File: config.mk
export PLATFORM = sky130hd
export DESIGN_NAME = hazard_unit_mdu
export DESIGN_NICKNAME = d
export VERILOG_FILES = /design/src/rtl/hazard_unit_mdu.sv
export SDC_FILE = /design/constraint.sdc
export NUM_CORES = 1
export LEC_CHECK = 0
export ABC_AREA = 0
export BUFFER_PORTS_ARGS = -buffer_cell sky130_fd_sc_hd__clkbuf_2
export CORE_ASPECT_RATIO = 0.5
export CORE_MARGIN = 4
export CORE_UTILIZATION = 41
export DETAILED_ROUTE_END_ITERATION = 10
export MAX_ROUTING_LAYER = met4
export PLACE_DENSITY = 0.68
export SYNTH_ARGS = -nofsm -noshare
export SYNTH_HDL_FRONTEND = slang
export SYNTH_SLANG_ARGS = --single-unit
File: constraint.sdc
create_clock -name clk -period 2.9 [get_ports clk]
set_input_delay 0.145 -clock clk [delete_from_list [all_inputs] [get_ports clk]]
set_output_delay 0.145 -clock clk [all_outputs]
set_load 0.01 [all_outputs]
File: src/rtl/hazard_unit_mdu.sv
// Hazard unit for the 5-stage MIPS core: D/E forwarding selects, load-use, branch,
// RAW (stall-only mode) and MDU-busy stalls, plus a saturating stall-cycle counter.
module hazard_unit_mdu #(
  parameter int REGW    = 5,
  parameter int MDU_LAT = 4,
  parameter int FWD_EN  = 1,
  parameter int CNTW    = 16
) (
  input  logic            clk,
  input  logic            reset,
  input  logic [REGW-1:0] rsD,
  input  logic [REGW-1:0] rtD,
  input  logic [REGW-1:0] rsE,
  input  logic [REGW-1:0] rtE,
  input  logic [REGW-1:0] writeregE,
  input  logic [REGW-1:0] writeregM,
  input  logic [REGW-1:0] writeregW,
  input  logic            regwriteE,
  input  logic            regwriteM,
  input  logic            regwriteW,
  input  logic            memtoregE,
  input  logic            memtoregM,
  input  logic            branchD,
  input  logic            branchneD,
  input  logic            mduD,
  input  logic            hiloreadD,
  input  logic            mdustartE,
  input  logic            clrcnt,
  output logic            forwardaD,
  output logic            forwardbD,
  output logic [1:0]      forwardaE,
  output logic [1:0]      forwardbE,
  output logic            stallF,
  output logic            stallD,
  output logic            flushE,
  output logic            mdubusy,
  output logic            mdudone,
  output logic [CNTW-1:0] stallcnt
);

  localparam bit         FwdOn  = (FWD_EN != 0);
  localparam logic [7:0] MduLat = 8'(MDU_LAT);

  // Index 0 is the rs source, index 1 the rt source.
  logic [REGW-1:0] srcD [2];
  logic [REGW-1:0] srcE [2];
  logic [1:0]      dHitE, dHitM, dHitW;
  logic [1:0]      eHitM, eHitW;
  logic [1:0]      fwdSelD;
  logic [1:0]      fwdSelE [2];

  assign srcD[0] = rsD;
  assign srcD[1] = rtD;
  assign srcE[0] = rsE;
  assign srcE[1] = rtE;

  // Register 0 is hard-wired, so a zero source never counts as a hit.
  generate
    for (genvar gi = 0; gi < 2; gi++) begin : gSrc
      assign dHitE[gi] = (srcD[gi] != '0) && (srcD[gi] == writeregE);
      assign dHitM[gi] = (srcD[gi] != '0) && (srcD[gi] == writeregM);
      assign dHitW[gi] = (srcD[gi] != '0) && (srcD[gi] == writeregW);
      assign eHitM[gi] = (srcE[gi] != '0) && (srcE[gi] == writeregM);
      assign eHitW[gi] = (srcE[gi] != '0) && (srcE[gi] == writeregW);

      assign fwdSelD[gi] = FwdOn && dHitM[gi] && regwriteM;

      // The M result is younger than W, so it wins when both match.
      always_comb begin
        fwdSelE[gi] = 2'b00;
        if (FwdOn) begin
          if (eHitM[gi] && regwriteM)      fwdSelE[gi] = 2'b10;
          else if (eHitW[gi] && regwriteW) fwdSelE[gi] = 2'b01;
        end
      end
    end
  endgenerate

  assign forwardaD = fwdSelD[0];
  assign forwardbD = fwdSelD[1];
  assign forwardaE = fwdSelE[0];
  assign forwardbE = fwdSelE[1];

  logic lwStall, brStall, rawStall, mduStall;
  logic [7:0] mduCnt;

  assign lwStall  = memtoregE && (rtE != '0) && ((rtE == rsD) || (rtE == rtD));
  assign brStall  = (branchD || branchneD) &&
                    ((regwriteE && (|dHitE)) || (memtoregM && (|dHitM)));
  // Without bypass paths every in-flight producer of a D source must drain first.
  assign rawStall = !FwdOn && ((regwriteE && (|dHitE)) ||
                               (regwriteM && (|dHitM)) ||
                               (regwriteW && (|dHitW)));
  assign mduStall = mdubusy && (mduD || hiloreadD);

  assign stallD = lwStall || brStall || rawStall || mduStall;
  assign stallF = stallD;
  assign flushE = stallD;

  // A new issue restarts the countdown even if a previous op is still running.
  always_ff @(posedge clk or negedge reset) begin
    if (!reset)             mduCnt <= 8'd0;
    else if (mdustartE)     mduCnt <= MduLat;
    else if (mduCnt != 8'd0) mduCnt <= mduCnt - 8'd1;
  end

  assign mdubusy = (mduCnt != 8'd0);
  assign mdudone = (mduCnt == 8'd1);

  always_ff @(posedge clk or negedge reset) begin
    if (!reset)                         stallcnt <= '0;
    else if (clrcnt)                    stallcnt <= '0;
    else if (stallD && stallcnt != '1)  stallcnt <= stallcnt + 1'b1;
  end

endmodule
==> metrics.md, run 1 <==
| Metric | Value |
|---|---|
| Tmin final | `2.42 ns` |
| Clock Latency Late Sink | `~0.26 ns` |
| Setup TNS | `0 ns` |
| Mapped Area | `2140 um^2` |
| Gr ovfl total | `0` |
| Worst-case reg-to-reg path depth | `9` |
| RSZ-0062 raised after global routing | `false` |
| VDD IR max | `181 uV` |
| Syn Nets | `295` |
| DRT antenna net count | `0` |
| Port Buffers | `74` |
| First-pass GRT wire length | `~8.6 mm` |
| Slew Viols, Final | `0` |
| Post-CTS Setup Inserts | `0` |
| Final Cycle Share | `0.833` |
| Reg2reg end | `stallcnt[9]` |
| Die span in x | `110 um` |
| LEAKAGE | `around 1.1 nW` |
| Actual slew at the worst max-slew pin | `around 0.72 ns` |
| Distinct cells, synth | `45` |
| Worst r2r src | `mduCnt[3]` |
| N_diodes | `0` |
| Total power | `1.13 mW` |
| Startpoint Class | `flop` |
| # IOs | `75` |
| Fin nets | `about 360` |
| Die Y | `59.1 um` |
| Hold Path End | `mduCnt[3]` |
| Core area | `4980 um^2` |
| Yosys reg bits | `24` |
| DRC viols | `0` |
| DR iter-0 viols | `~60` |
| Cells after Synth | `about 240` |
| # H-tree levels | `1` |
| Total track usage | `0.168` |
| Asr flop ratio synth | `1.00` |
| CTS tree | `done` |
| Slowest cell on crit path | `or3_1` |
| Pwr dens | `around 440 nW/um^2` |
| Worst Hold Slack | `~0.15 ns` |
| Pre-Repair DR Iteration Count | `4` |
| Area delta synth->final | `19.9%` |
| WP data required | `around 3.1 ns` |
| CP Capture Type | `flop` |
| Crit Path Max Fanout | `22` |
| Share of post-route cells with drive strength above 1 | `0.318` |
| Num CTS Buffers | `3` |
| Post-CTS Resized | `0` |
| FF-to-FF setup slack | `roughly 0.48 ns` |
| Starting Density | `0.430` |
| Hold_sp | `mdustartE` |
| Share of the yosys chip area belonging to registers | `0.281` |
| Max-cap viol count | `0` |
| Clk slew on worst S/H paths | `around 0.08 ns` |
| Row count | `18` |
| Number of synthesized flops with an enable pin | `0` |
| Hpwl dp | `between 4 and 5 mm` |
| Final Skew | `0.00237 ns` |
| CP Cell Sequence | `or3_1, nor2b_2, nand2_1, o21a_1, nor4_4, buf_4, inv_2, and3_1, mux2_4` |
| Final setup vio count | `0` |
| Root Buffer | `clkbuf_8` |
| Endpoints failing hold | `0` |
| Ys Warns | `0` |
| Antenna violations before repair | `0` |
| Hold Crit Depth | `2` |
| Vias | `between 1500 and 2000` |
| Number of global-route vias before repair | `about 1900` |
| Wire per inst | `between 10 and 15 um` |
| Critical Path AT | `2.57 ns` |
| Post-Place Cell Area | `~2500 um^2` |
| Min-Delay Path Class | `primary input to flop` |
| Crit Path Class | `flop to flop` |
| Clock sink count | `24` |
| DRT Wirelength | `between 5 and 6 mm` |
| Via density per instance | `between 5 and 6` |
| Fmax | `approximately 410 MHz` |
| Mean Syn Cell Area | `between 8 and 9 um^2` |
| CTS Buffer Depth | `2` |
| Design Area, Final | `between 2000 and 3000 um^2` |
| Relative slew slack | `0.505` |
| GPL Wtd Cong | `between 0.8 and 0.9` |
| Post-synth top flop | `dfrtp_1` |
| Largest net degree at the start of global routing | `25` |
| Status | `finished clean` |
| Crit-path max cell delay | `roughly 0.4 ns` |
| Die ar. | `6510 um^2` |
-- what timing repair did --
item / CTS / global route
endpoints found under the setup margin: 0 / 0
hold endpoints to repair: 24 / 0
hold buffers: 1 / 0
-- state kept, by name, indices dropped and copies added (netlist names) --
signal	cells
mduCnt	8
stallcnt	16
-- per-layer routing --
metal,up-vias,global-route usage,part of all wire
li1,984,-,-
met1,899,0.229,0.48
met2,51,0.272,0.46
met3,2,0.0272,0.056
met4,0,0.0211,0.0045
met5,-,-,0
-- cell usage in the layout, fill, tap and decap left out, types with 3 or more instances in the layout --
master    instances
clkbuf_2         74
xnor2_1          33
dfrtp_1          24
nor2_1           23
xor2_1           21
nor3_1           12
nand4_1          11
a21oi_1          11
nand2_1          10
nand3_1           7
nor2b_1           7
mux2_4            7
or3_1             6
inv_1             5
o31ai_1           5
nor4_1            4
and3_1            4
o21ai_1           4
ha_1              3
clkbuf_8          3
-- power breakdown --
part / leakage [nW] / total, mW / switching (mW) / internal (mW)
Sequential: 0.326 / 0.440 / 0.0565 / 0.384
Combinational: 0.766 / 0.498 / 0.284 / 0.215
Clock: 0.0216 / 0.195 / 0.102 / 0.0929
-- through the flow --
stage	setup WS [ns]	util	std cells
after floorplan	0.652	-	244
after global routing	0.304	0.515	378
after CTS	0.484	0.515	378
final	0.484	0.515	378
after global placement	0.578	0.505	374
after detailed placement	0.501	0.505	374
-- worst max-delay path, delay by kind of cell, from the launching register on --
kind	cells	cell delay, ns
DFF	1	0.40
buffers and inverters	2	0.37
AOI/OAI and AO/OA	1	0.17
muxes	1	0.29
and+or+nand+nor	5	1.06
-- how the worst max path moves through the flow --
stage	start	end	slack, ns
after detailed placement	mduCnt[3]	stallcnt[9]	0.50
after global routing	mduCnt[3]	stallcnt[9]	0.30
after CTS	mduCnt[3]	stallcnt[9]	0.48
final	mduCnt[3]	stallcnt[9]	0.48
after global placement	mduCnt[3]	stallcnt[9]	0.58
after floorplan	stallcnt[5]	stallcnt[3]	0.65
-- synthesized netlist by cell type, types with 2 or more instances --
cell	number	area, um^2
o21ai_1	4	20.0
nor3_1	12	60.1
nor4_1	4	25.0
buf_2	4	20.0
nor4b_1	2	17.5
xor2_1	21	184
buf_6	3	33.8
dfrtp_1	24	601
o21ai_0	2	10.0
nor2_1	23	86.3
nor3b_1	2	15.0
a21oi_1	11	55.1
clkbuf_1	5	18.8
a2111oi_0	2	17.5
and4_1	2	17.5
nand3_1	7	35.0
or4_1	2	15.0
inv_1	5	18.8
and2_1	2	12.5
nand3_2	2	20.0
nand2_1	10	37.5
xnor2_1	33	289
buf_4	2	15.0
and3_1	4	25.0
o31ai_1	5	37.5
a21oi_2	2	17.5
mux2_4	7	105
ha_1	3	37.5
nand4_1	11	68.8
nor2b_1	7	43.8
o21bai_1	2	15.0
or3_1	6	37.5
-- layout make-up --
type / count / area, um^2
clock buffers: 3 / 41.3
fillers: 513 / 2410
inverters: 6 / 22.5
multi-input cells: 199 / 1430
flip-flops and latches: 24 / 601
well taps: 70 / 87.6
repair buffers: 76 / 388
-- logic make-up (layout without fill, tap and decap cells) --
kind of cell    count (synthesis)  count (layout)  synth area share
simple gates                  104             104             0.287
compound gates                 31              31            0.0918
fa+ha+maj                       3               3            0.0175
mux                             7               7            0.0491
xor+xnor                       54              54             0.221
flops                          24              24             0.281
buf+inv                        21              85            0.0532
No activity file was read; power rests on OpenSTA's default activity.
==> inputs of run 2 (changes only) <==
--- a/config.mk
+++ b/config.mk
@@ -5,14 +5,14 @@
 export SDC_FILE = /design/constraint.sdc
 export NUM_CORES = 1
 export LEC_CHECK = 0
-export ABC_AREA = 0
+export ABC_AREA = 1
 export BUFFER_PORTS_ARGS = -buffer_cell sky130_fd_sc_hd__clkbuf_2
 export CORE_ASPECT_RATIO = 0.5
 export CORE_MARGIN = 4
 export CORE_UTILIZATION = 41
 export DETAILED_ROUTE_END_ITERATION = 10
 export MAX_ROUTING_LAYER = met4
-export PLACE_DENSITY = 0.68
+export PLACE_DENSITY = 0.67
 export SYNTH_ARGS = -nofsm -noshare
 export SYNTH_HDL_FRONTEND = slang
 export SYNTH_SLANG_ARGS = --single-unit
==> constraint.sdc (replaced) <==
create_clock -name clk -period 2.5 [get_ports clk]
set_input_delay 0.125 -clock clk [delete_from_list [all_inputs] [get_ports clk]]
set_output_delay 0.125 -clock clk [all_outputs]
set_load 0.01 [all_outputs]
==> metrics.md, run 2 <==
| Metric | Value |
|---|---|
| Status | `finished clean` |
| DR iter-0 viols | `148` |
| Port Buffers | `74` |
| Cell accounting for the most synthesized area | `dfrtp_1` |
| CTS tree | `done` |
| Asr flop ratio synth | `1.00` |
| DRC viols | `0` |
| Total track usage | `0.170` |
| # H-tree levels | `1` |
| Fin nets | `470` |
| Cells after Synth | `roughly 350` |
| Starting Density | `0.426` |
| Share of the yosys chip area belonging to registers | `0.257` |
| Uppermost layer routed | `met4` |
| Setup TNS | `0 ns` |
| Most frequent cell after synthesis | `nand2_1` |
| Die span in x | `approximately 110 um` |
| Area delta synth->final | `21.7%` |
| Die ar. | `7050 um^2` |
| DRT antenna net count | `0` |
| Clk slew on worst S/H paths | `0.06 ns` |
| Pwr dens | `530 nW/um^2` |
| Final Skew | `0.00322 ns` |
| Die Y | `approximately 61 um` |
| Antenna violations before repair | `0` |
| Actual slew at the worst max-slew pin | `~0.94 ns` |
| Relative slew slack | `0.371` |
| Number of global-route vias before repair | `~2100` |
| Register area | `601 um^2` |
| Yosys reg bits | `24` |
| Syn Nets | `between 400 and 500` |
| Post-synth top flop | `dfrtp_1` |
| Pre-Repair DR Iteration Count | `4` |
| Number of synthesized flops with an enable pin | `0` |
| Post-CTS Setup Inserts | `0` |
| Crit Path Class | `flop to primary output` |
| Crit-path max cell delay | `0.40 ns` |
| Crit Path Max Fanout | `20` |
| Clock Latency Late Sink | `about 0.26 ns` |
| FF-to-FF setup slack | `roughly 0.47 ns` |
| Metal3 WL | `292 um` |
| Post-layout util | `0.518` |
| Mean Syn Cell Area | `between 6 and 7 um^2` |
| Critical Path AT | `1.97 ns` |
| Dpl ws | `about 0.47 ns` |
| Most frequent cells in the layout | `nand2_1 (79), clkbuf_2 (74), inv_1 (53)` |
| Row count | `19` |
| CTS Buffer Depth | `2` |
| Via density per instance | `between 4 and 5` |
| N_diodes | `0` |
| Worst Hold Slack | `~0.13 ns` |
| Met2 wire length | `roughly 2.7 mm` |
| Root Buffer | `clkbuf_16` |
| Wl on met1 | `~2.9 mm` |
| Clock sink count | `24` |
| Final setup vio count | `0` |
| Largest net degree at the start of global routing | `33` |
| DRT Wirelength | `roughly 5.9 mm` |
| Wire per inst | `12.0 um` |
| Ys Warns | `0` |
| # IOs | `75` |
| Slew Viols, Final | `0` |
| Synth top cells by count | `nand2_1 (79), inv_1 (53), nor2_1 (38)` |
| Max-cap viol count | `0` |
| Mapped Area | `between 2000 and 2500 um^2` |
| RSZ-0062 raised after global routing | `false` |
| Startpoint Class | `flop` |
| Tmin final | `roughly 2.1 ns` |
| VDD IR max | `just over 400 uV` |
| First-pass GRT wire length | `about 9.5 mm` |
| Min-Delay Path Class | `primary input to flop` |
| Num CTS Buffers | `3` |
| Final Cycle Share | `0.839` |
| Fillers | `roughly 560` |
| Synth top area share | `0.257` |
| Hpwl dp | `between 4 and 5 mm` |
| Fmax | `about 480 MHz` |
| Core area | `about 5500 um^2` |
| Post-CTS Resized | `0` |
| CP Capture Type | `primary output` |
| Setup ws final | `0.402 ns` |
| Vias | `approximately 2400` |
| Top Family by Delay on Critical Path | `simple AND/OR/NAND/NOR gates` |
| Slowest cell on crit path | `dfrtp_1` |
| GPL Wtd Cong | `around 0.85` |
| Gr ovfl total | `0` |
| Most flop-heavy register | `stallcnt` |
| Max reg flops | `16` |
| Share of post-route cells with drive strength above 1 | `0.218` |
| WP data required | `approximately 2.4 ns` |
| Footprint of the multi-input gates | `1470 um^2` |
| Commonest non-fill, non-tap cell in the layout | `nand2_1` |
| LEAKAGE | `approximately 1.6 nW` |
| Total power | `approximately 1.5 mW` |
| Largest registers | `stallcnt x16, mduCnt x8` |
| CP Cell Sequence | `inv_1, ha_1, nand2_1, nor2_2, nor2_1, a21oi_1, nand2_4, clkbuf_2` |
| Distinct cells, synth | `35` |
| Buf+Inv Stages, Crit Path | `2` |
| Synth top area cells | `dfrtp_1 (26%), nand2_1 (13%), xor2_1 (10%)` |
| Endpoints failing hold | `0` |
## run 2: worst reg2reg max path, delay by kind of cell (launching register included)
| family | cells | cell delay [ns] |
|---|---|---|
| compound gates | 1 | 0.22 |
| flops | 1 | 0.40 |
| simple gates | 7 | 1.03 |
| fa+ha+maj | 1 | 0.19 |
| buf+inv | 1 | 0.13 |
## run 2: final timing paths
| kind | start | to | cells after the start |
|---|---|---|---|
| max in group asynchronous | reset | mduCnt[1] | 2 |
| worst min-delay path | mdustartE | mduCnt[3] | 2 |
| min in group asynchronous | reset | mduCnt[5] | 2 |
| worst max register to register | mduCnt[0] | stallcnt[13] | 10 |
| worst min register to register | mduCnt[0] | mduCnt[0] | 1 |
| worst max-delay path | mduCnt[0] | stallD | 8 |
## run 2: final cells by class
type	count	share of cell area
clock buffer	3	0.0264
clock inverter	1	0.0106
inverter	54	0.0712
multi-input combinational	261	0.515
sequential	24	0.211
tap	73	0.0321
timing repair buffer	75	0.134
## run 2: per-stage QoR
step / instances / instance area (um^2)
after global placement: 486 / 2730
after global routing: 491 / 2850
after floorplan: 351 / 2340
after CTS: 491 / 2850
after detailed placement: 486 / 2730
final: 491 / 2850
## run 2: power by group
part / switching, mW / internal, mW / total (mW)
logic: 0.333 / 0.211 / 0.544
clock network: 0.138 / 0.318 / 0.457
registers: 0.0579 / 0.449 / 0.507
total: 0.529 / 0.979 / 1.51
## run 2: repair_timing
action,4_1_cts,5_1_grt
hold buffers,1,0
hold endpoints to repair,24,0
endpoints found under the setup margin,0,0
## run 2: cells by family after synthesis
family	count (synthesis)	synth area share
flip-flops	24	0.257
AO/OA/AOI/OAI	23	0.0648
adder cells (fa/ha/maj)	3	0.0161
XOR/XNOR	44	0.165
buffers and inverters	66	0.116
AND/OR/NAND/NOR	191	0.381
## run 2: layer usage
metal | vias up | track usage
met5 | - | -
met4 | 0 | 0.0201
met3 | 4 | 0.0196
met2 | 48 | 0.296
met1 | 1048 | 0.224
li1 | 1259 | -
==> inputs of run 3 (changes only) <==
==> constraint.sdc (replaced) <==
create_clock -name clk -period 2.15 [get_ports clk]
set_input_delay 0.1075 -clock clk [delete_from_list [all_inputs] [get_ports clk]]
set_output_delay 0.1075 -clock clk [all_outputs]
set_load 0.01 [all_outputs]
==> metrics.md, run 3 (synthesis gave the netlist of run 2 again) <==
| Metric | Value |
|---|---|
| Most flop-heavy register | `stallcnt` |
| Vias | `approximately 2400` |
| Max reg flops | `16` |
| LEAKAGE | `roughly 1.7 nW` |
| Final setup vio count | `0` |
| Min-Delay Path Class | `primary input to flop` |
| Clock Power Share | `0.297` |
| Num CTS Buffers | `3` |
| CTS tree | `done` |
| Hpwl dp | `between 4 and 5 mm` |
| Pint | `about 1.1 mW` |
| Antenna violations before repair | `0` |
| Total power | `around 1.8 mW` |
| Slowest cell on crit path | `dfrtp_1` |
| Max-cap viol count | `0` |
| Sequential Power Share | `0.330` |
| # H-tree levels | `1` |
| Largest net degree at the start of global routing | `33` |
| Worst r2r src | `stallcnt[0]` |
| Starting Density | `0.426` |
| # IOs | `75` |
| Number of global-route vias before repair | `roughly 2100` |
| Worst-case reg-to-reg path depth | `11` |
| Hold Crit Depth | `2` |
| Die span in x | `about 110 um` |
| Crit Path Max Fanout | `10` |
| Wire per inst | `12.0 um` |
| First-pass GRT wire length | `around 9.4 mm` |
| Crit-path max cell delay | `approximately 0.40 ns` |
| Met1 usage | `0.232` |
| CTS Buffer Depth | `2` |
| Hold_sp | `mdustartE` |
| Fin nets | `approximately 480` |
| Critical Path AT | `about 1.8 ns` |
| Clock Latency Late Sink | `between 0.2 and 0.3 ns` |
| DRC viols | `0` |
| Worst Setup SP | `mduCnt[0]` |
| DRT Wirelength | `between 5 and 6 mm` |
| RSZ-0062 raised after global routing | `false` |
| Commonest non-fill, non-tap cell in the layout | `nand2_1` |
| Row count | `19` |
| WP data required | `between 2 and 2.5 ns` |
| GR Util met3 | `0.0206` |
| Total track usage | `0.168` |
| Tmin final | `between 1.5 and 2 ns` |
| VDD IR max | `about 340 uV` |
| Clock sink count | `24` |
| Startpoint Class | `flop` |
| GRT busiest layer | `met2` |
| Die Y | `between 60 and 70 um` |
| Clk slew on worst S/H paths | `roughly 0.06 ns` |
| Relative slew slack | `0.597` |
| Actual slew at the worst max-slew pin | `just over 0.6 ns` |
| Design Area, Final | `2890 um^2` |
| Pre-Repair DR Iteration Count | `4` |
| CP Cell Sequence | `inv_1, ha_1, nand2_1, nor2_2, nor2_1, a21oi_2, nand2_4, clkbuf_2` |
| Post-Place Cell Area | `~2800 um^2` |
| N_diodes | `0` |
| Comb pwr share | `0.372` |
| CP Capture Type | `primary output` |
| Crit Path Class | `flop to primary output` |
| Area delta synth->final | `23.4%` |
| Fillers | `just under 600` |
| Setup TNS | `0 ns` |
| Met2 usage | `0.277` |
| Largest registers | `stallcnt x16, mduCnt x8` |
| P_sw | `0.637 mW` |
| Post-layout util | `0.525` |
| Pwr dens | `between 600 and 700 nW/um^2` |
| Most frequent cells in the layout | `nand2_1 (79), clkbuf_2 (74), inv_1 (53)` |
| Via density per instance | `~4.9` |
| Port Buffers | `74` |
| Die ar. | `7050 um^2` |
| Switching part of the total | `0.357` |
| Endpoints failing hold | `0` |
| DRT antenna net count | `0` |
| Core area | `roughly 5500 um^2` |
| DR iter-0 viols | `around 140` |
| GPL Wtd Cong | `0.839` |
| Fmax | `512 MHz` |
| Final Cycle Share | `0.908` |
| Status | `finished clean` |
| Gr ovfl total | `0` |
| Slew Viols, Final | `0` |
| Root Buffer | `clkbuf_16` |
| Final Skew | `roughly 0.0022 ns` |
| Share of post-route cells with drive strength above 1 | `0.229` |
[run 3: per-layer routing]
layer  share of wire  vias to the layer above
met5               0                        -
met4          0.0044                        0
met3           0.058                        2
met2            0.44                       57
met1            0.50                     1078
li1                -                     1273
[run 3: repair_timing]
item | in CTS | in global routing
setup endpoints to repair | 0 | 19
setup buffers | 0 | 1
hold buffers | 1 | 0
resized for setup | 0 | 1
hold endpoints to repair | 24 | 0
[run 3: power groups by stage]
stage | sequential, mW | combinational [mW] | clock [mW]
final | 0.590 | 0.665 | 0.532
after global routing | 0.600 | 0.759 | 0.559
after CTS | 0.591 | 0.648 | 0.539
after detailed placement | 0.599 | 0.644 | 0
after global placement | 0.599 | 0.646 | 0
after floorplan | 0.593 | 0.463 | 0
[run 3: per-stage QoR]
step / hold WS [ns] / setup slack [ns] / instances
after floorplan: -0.188 / 0.377 / 351
after global placement: 0.153 / 0.257 / 489
after detailed placement: 0.151 / 0.179 / 489
after CTS: 0.101 / 0.0739 / 494
after global routing: 0.109 / 0.0473 / 496
final: 0.106 / 0.198 / 496
[run 3: area by class of cell]
type / count / area [um^2] / share of cell area
Clock buffer: 3 / 75.1 / 0.0260
Tap cell: 73 / 91.3 / 0.0317
Multi-Input combinational cell: 262 / 1480 / 0.511
Clock inverter: 1 / 30.0 / 0.0104
Inverter: 54 / 203 / 0.0703
Timing Repair Buffer: 79 / 410 / 0.142
Sequential cell: 24 / 601 / 0.208
[run 3: worst paths after layout]
kind,to,slack (ns)
setup / recovery,flushE,0.20
hold / removal,mduCnt[7],0.11
setup reg to reg,stallcnt[5],0.26
hold reg to reg,mduCnt[1],0.52
max in group asynchronous,mduCnt[2],1.36
min in group asynchronous,mduCnt[7],0.39
[run 3: critical path, delay by kind of cell (launching register included)]
family          cells  cell delay [ns]
simple gates        4             0.55
flops               1             0.40
buf+inv             2             0.28
fa+ha+maj           1             0.19
compound gates      1             0.17
